**src/rtl/riscv_pkg.sv**
```systemverilog
// ============================================================================
//  Module   : riscv_pkg
//  Purpose  : Shared enums for the unified memory port arbiter.
//  Revision : 1.0 - initial release
// ============================================================================
`default_nettype none

package riscv_pkg;

  typedef enum logic [1:0] {
    ARB_IDLE     = 2'd0,
    ARB_WAIT_GNT = 2'd1,
    ARB_BUSY     = 2'd2
  } arb_state_e;

  typedef enum logic [1:0] {
    OWN_NONE = 2'd0,
    OWN_I    = 2'd1,
    OWN_D    = 2'd2
  } arb_owner_e;

endpackage

`default_nettype wire

```
**src/rtl/arb_starve_ctr.sv**
```systemverilog
// ============================================================================
//  Module   : arb_starve_ctr
//  Purpose  : Saturating count of D grants taken while I waits; flags when I
//             must be given priority.
//  Revision : 1.0 - initial release
// ============================================================================
`default_nettype none

module arb_starve_ctr #(
  parameter int STARVE_MAX = 4
) (
  input  logic clk,
  input  logic rst,
  input  logic i_req_i,
  input  logic i_gnt_i,
  input  logic d_gnt_i,
  output logic force_i_o
);

  localparam int CNT_W = $clog2(STARVE_MAX + 1);
  localparam logic [CNT_W-1:0] c_cnt_max = CNT_W'(STARVE_MAX);

  logic [CNT_W-1:0] cnt_q;
  logic [CNT_W-1:0] cnt_d;

  always_comb begin
    cnt_d = cnt_q;
    if (i_gnt_i) begin
      cnt_d = '0;
    end else if (d_gnt_i && i_req_i && (cnt_q != c_cnt_max)) begin
      cnt_d = cnt_q + 1'b1;
    end
  end

  always_ff @(posedge clk) begin
    if (rst) begin
      cnt_q <= '0;
    end else begin
      cnt_q <= cnt_d;
    end
  end

  assign force_i_o = i_req_i && (cnt_q == c_cnt_max);

endmodule

`default_nettype wire

```
**src/rtl/mem_port_arbiter.sv**
```systemverilog
// ============================================================================
//  Module   : mem_port_arbiter
//  Purpose  : Shares one memory port between fetch (I) and load/store (D),
//             D-first priority, one outstanding transaction. Define
//             ARB_STARVE_GUARD_EN to build the I starvation guard.
//  Revision : 1.0 - initial release
// ============================================================================
`default_nettype none

module mem_port_arbiter
  import riscv_pkg::*;
#(
  parameter int STARVE_MAX = 4,
  parameter int ADDR_W     = 32,
  parameter int DATA_W     = 32
) (
  input  logic                clk,
  input  logic                rst,
  input  logic                i_req,
  input  logic [ADDR_W-1:0]   i_addr,
  output logic                i_gnt,
  output logic                i_rvalid,
  output logic [DATA_W-1:0]   i_rdata,
  input  logic                d_req,
  input  logic                d_we,
  input  logic [ADDR_W-1:0]   d_addr,
  input  logic [DATA_W-1:0]   d_wdata,
  input  logic [DATA_W/8-1:0] d_be,
  output logic                d_gnt,
  output logic                d_rvalid,
  output logic [DATA_W-1:0]   d_rdata,
  output logic                m_req,
  output logic                m_we,
  output logic [ADDR_W-1:0]   m_addr,
  output logic [DATA_W-1:0]   m_wdata,
  output logic [DATA_W/8-1:0] m_be,
  input  logic                m_gnt,
  input  logic                m_rvalid,
  input  logic [DATA_W-1:0]   m_rdata
);

  arb_state_e state_q, state_d;
  arb_owner_e owner_q, owner_d;
  arb_owner_e sel_owner;
  logic       force_i;
  logic       rsp_fire;

`ifdef ARB_STARVE_GUARD_EN
  arb_starve_ctr #(
    .STARVE_MAX (STARVE_MAX)
  ) u_starve_ctr (
    .clk       (clk),
    .rst       (rst),
    .i_req_i   (i_req),
    .i_gnt_i   (i_gnt),
    .d_gnt_i   (d_gnt),
    .force_i_o (force_i)
  );
`else
  logic unused_starve_max;
  assign unused_starve_max = (STARVE_MAX > 0);
  assign force_i           = 1'b0;
`endif

  always_comb begin
    state_d   = state_q;
    owner_d   = owner_q;
    sel_owner = OWN_NONE;
    m_we      = 1'b0;
    m_addr    = '0;
    m_wdata   = '0;
    m_be      = '0;

    // Once a request is presented it stays locked to that owner until granted.
    case (state_q)
      ARB_IDLE: begin
        if (d_req && !force_i) sel_owner = OWN_D;
        else if (i_req)        sel_owner = OWN_I;
      end
      ARB_WAIT_GNT: sel_owner = owner_q;
      default:      sel_owner = OWN_NONE;
    endcase

    m_req    = !rst && (sel_owner != OWN_NONE);
    i_gnt    = m_req && m_gnt && (sel_owner == OWN_I);
    d_gnt    = m_req && m_gnt && (sel_owner == OWN_D);
    rsp_fire = !rst && (state_q == ARB_BUSY) && m_rvalid;
    i_rvalid = rsp_fire && (owner_q == OWN_I);
    d_rvalid = rsp_fire && (owner_q == OWN_D);
    i_rdata  = i_rvalid ? m_rdata : '0;
    d_rdata  = d_rvalid ? m_rdata : '0;

    if (m_req && (sel_owner == OWN_I)) begin
      m_addr = i_addr;
      m_be   = '1;
    end else if (m_req && (sel_owner == OWN_D)) begin
      m_we    = d_we;
      m_addr  = d_addr;
      m_wdata = d_wdata;
      m_be    = d_be;
    end

    case (state_q)
      ARB_IDLE: begin
        if (m_req) begin
          owner_d = sel_owner;
          state_d = m_gnt ? ARB_BUSY : ARB_WAIT_GNT;
        end
      end
      ARB_WAIT_GNT: begin
        if (m_gnt) state_d = ARB_BUSY;
      end
      ARB_BUSY: begin
        if (m_rvalid) begin
          state_d = ARB_IDLE;
          owner_d = OWN_NONE;
        end
      end
      default: begin
        state_d = ARB_IDLE;
        owner_d = OWN_NONE;
      end
    endcase
  end

  always_ff @(posedge clk) begin
    if (rst) begin
      state_q <= ARB_IDLE;
      owner_q <= OWN_NONE;
    end else begin
      state_q <= state_d;
      owner_q <= owner_d;
    end
  end

endmodule

`default_nettype wire

```
**config.mk**
```make
export PLATFORM = sky130hd
export DESIGN_NAME = mem_port_arbiter
export DESIGN_NICKNAME = d
export VERILOG_FILES = /design/src/rtl/riscv_pkg.sv /design/src/rtl/arb_starve_ctr.sv /design/src/rtl/mem_port_arbiter.sv
export SDC_FILE = /design/constraint.sdc
export NUM_CORES = 1
export LEC_CHECK = 0
export CORE_AREA = 8 8 101 103
export DETAILED_ROUTE_END_ITERATION = 10
export DIE_AREA = 0 0 109 111
export GPL_TIMING_DRIVEN = 0
export PLACE_DENSITY = 0.87
export SLEW_MARGIN = 20
export SYNTH_ARGS = -nofsm -noshare
export SYNTH_HDL_FRONTEND = slang
export SYNTH_SLANG_ARGS = --single-unit
```
**constraint.sdc**
```tcl
create_clock -name clk -period 2.3 [get_ports clk]
set_input_delay 0.23 -clock clk [delete_from_list [all_inputs] [get_ports clk]]
set_output_delay 0.23 -clock clk [all_outputs]
set_load 0.05 [all_outputs]
```
==> results of run 1 <==
## final timing paths
kind | startpoint | endpoint | slack, ns | cells after the start
max | state_q[0] | m_addr[29] | -0.01 | 6
min | d_req | state_q[0] | 0.57 | 3
max reg2reg | state_q[0] | state_q[1] | 0.90 | 3
min reg2reg | owner_q[0] | owner_q[0] | 0.58 | 2
## cells in the mapped netlist (2+ instances only)
cell	count	area share (%)
nand2_1	2	0.39
buf_4	2	0.79
o32ai_2	25	21
dfxtp_1	4	4.2
nand3b_1	2	0.79
a21oi_1	3	0.79
a311oi_1	2	0.92
o22ai_1	5	1.6
buf_6	4	2.4
nor3b_1	3	1.2
inv_1	34	6.7
nand2b_1	40	13
and2_1	99	32
o32ai_1	8	3.7
buf_2	3	0.79
clkbuf_1	18	3.5
## metrics by stage
stage | setup TNS (ns) | power, W | std cells | util, % | instance area, um^2
6_report | -0.03342 | 0.001333 | 657 | 56.48 | 4830
3_3_place_gp | -85.00 | 0.001069 | 649 | 56.51 | 4832
4_1_cts | -5.378 | 0.001283 | 655 | 60.04 | 5134
2_1_floorplan | -2.569 | 0.0006257 | 265 | - | 1934
5_1_grt | -0.7790 | 0.001391 | 657 | 56.48 | 4830
3_5_place_dp | -90.87 | 0.001087 | 649 | 56.51 | 4832
## kinds of logic (layout without fill, tap and decap cells)
group	count (synthesis)	in the layout
AND/OR/NAND/NOR	153	153
multiplexers	1	1
flip-flops	4	4
AO/OA/AOI/OAI	46	46
buffers and inverters	61	345
## layout make-up
| type | count | area [um^2] |
|---|---|---|
| plain buffers | 27 | 202.7 |
| multi-input cells | 200 | 1882 |
| well taps | 108 | 135.1 |
| fillers | 820 | 3721 |
| flip-flops and latches | 4 | 82.58 |
| clock buffers | 3 | 41.29 |
| inverters | 34 | 127.6 |
| repair buffers | 281 | 2359 |
## sequential cells by signal, summed over array words and instances, names as in the netlist
register and count:
state_q 2, owner_q 2
## worst max-delay path, delay by kind of cell, from the launching register on
family,cells,cell delay [ns]
flip-flops,1,0.33
buffers and inverters,3,0.52
AND/OR/NAND/NOR,1,0.55
AO/OA/AOI/OAI,2,0.45
## power breakdown
group,switching (W),total (W),internal (W)
clock network,0.0000403,0.000152,0.000112
registers,0.00000903,0.0000857,0.0000767
logic,0.000609,0.00110,0.000486
## per-layer routing
metal / vias up / part of all wire (%) / routed length, um / track usage, %
met4: 0 / 1.7 / 223 / 3.562
li1: 1454 / - / - / -
met2: 174 / 55 / 7103 / 37.23
met3: 23 / 9.8 / 1257 / 5.640
met5: - / 0 / 0 / 0
met1: 1408 / 33 / 4257 / 18.13
## repair_timing
| action | in CTS | in global routing |
|---|---|---|
| pin swaps | 1 | 3 |
| endpoints found under the setup margin | 138 | 127 |
| buffers inserted | 3 | 2 |
| hold buffers | 0 | 0 |
| gates resized for setup | 557 | 237 |
==> flow_summary.json, run 1 <==
{
  "cp_common_cell": "buf_6",
  "startpoint_type": "register",
  "synth_top_family_by_area": "simple AND/OR/NAND/NOR gates",
  "synth.area.mux_share_pct": 0.5906,
  "diodes": 0,
  "totalWireLength_mm": 12.84,
  "place_congestion": 0.8656,
  "ys_ff_latch": 4,
  "gr-total-overflow": 0,
  "rows": 34,
  "die_w_um": 109,
  "timing.max_cap.violations": 0,
  "crit_path_max_fanout": 10,
  "synth-edff-count": 0,
  "synth_adder_area_share_pct": 0,
  "syn_avg_cell_area_um2": 7.196,
  "netlist_instances": 265,
  "crit_chain": "or4b_4, a22o_1, buf_6, buf_12, o32ai_4, buf_6",
  "cts_max_level": 1,
  "clockBufferDepth": 2,
  "ys_types": 27,
  "synth_compound_area_share_pct": 29.99,
  "setup_violations": 4,
  "ant_nets": 0,
  "holdWs_ns": 0.5713,
  "drcViolationCount": 0,
  "synthFlopType": "dfxtp_1",
  "drive_gt1_share_pct": 36.98,
  "crit_slowest_cell": "or4b_4",
  "io_buffers": 276,
  "grt_max_degree": 11,
  "die-area_um2": 12100,
  "power.density_nw_per_um2": 276.1,
  "period_share_pct": 100.6,
  "io_pins": 277,
  "clkLatencyLatePin_ns": 0.22,
  "first_pass_iters": 4,
  "synthArstFlopShare_pct": 0,
  "synth_area_um2": 1907,
  "relSlewSlack_pct": 60.33,
  "avgViaCountPerCell": 4.656,
  "yosysSeqAreaShare_pct": 4.199,
  "ir_worst_vdd_v": 0.0001565,
  "skew_ns": 0.0005433,
  "track_usage_pct": 18.80,
  "min_path_type": "input pin to register",
  "syn2layout_area_growth_pct": 153.3,
  "leakagePower_nw": 2.233,
  "layout_common_cells": "clkdlybuf4s50_1 (136), and2_1 (99), buf_2 (87), nand2b_1 (40), inv_1 (34)",
  "die_y_um": 111,
  "drt-initial-drc-count": 97,
  "grt_pass1_wl_mm": 18.01,
  "wl_per_cell_um": 19.54,
  "worst_slack_ns": -0.01284,
  "start_util_pct": 22.30,
  "cp-end-kind": "output pin",
  "cp_data_arrival_time_ns": 2.08,
  "slowest_delay_ns": 0.55,
  "synth_xor_area_share_pct": 0,
  "fmax_mhz": 432.4,
  "hold_viol_final": 0,
  "synth_simple_gate_area_share_pct": 51.05,
  "final_common_cell": "clkdlybuf4s50_1",
  "cts_root_buf": "clkbuf_8",
  "period_needed_ns": 2.313,
  "cts.sink_count": 4,
  "yosys_warnings": 0,
  "rsz0062_at_grt": "true",
  "cts_buffers": 3,
  "cts_tree": "done",
  "grt_pass1_vias": 3284,
  "synthesis.nets": 404,
  "worst_slew_pin_slew_ns": 0.5950,
  "pre_cts_slack_ns": -0.8287,
  "antenna_found_initial": 0,
  "hpwl_mm": 10.46,
  "finalNetCount": 690,
  "critical_path_class": "register to output pin",
  "path_clk_slew_ns": 0.03,
  "crit_required_ns": 2.07,
  "outcome": "complete, but fails checks",
  "core_um2": 8551,
  "slew_violations": 0,
  "violations": "negative setup slack",
  "vias": 3059
}
Note: power is estimated with default switching activity, not from simulation.
==> run 2: changes to the inputs <==
Settings changed: TNS_END_PERCENT from default to 100.
==> results of run 2 <==
No change in the layout: final DEF, timing and power equal those of run 1.
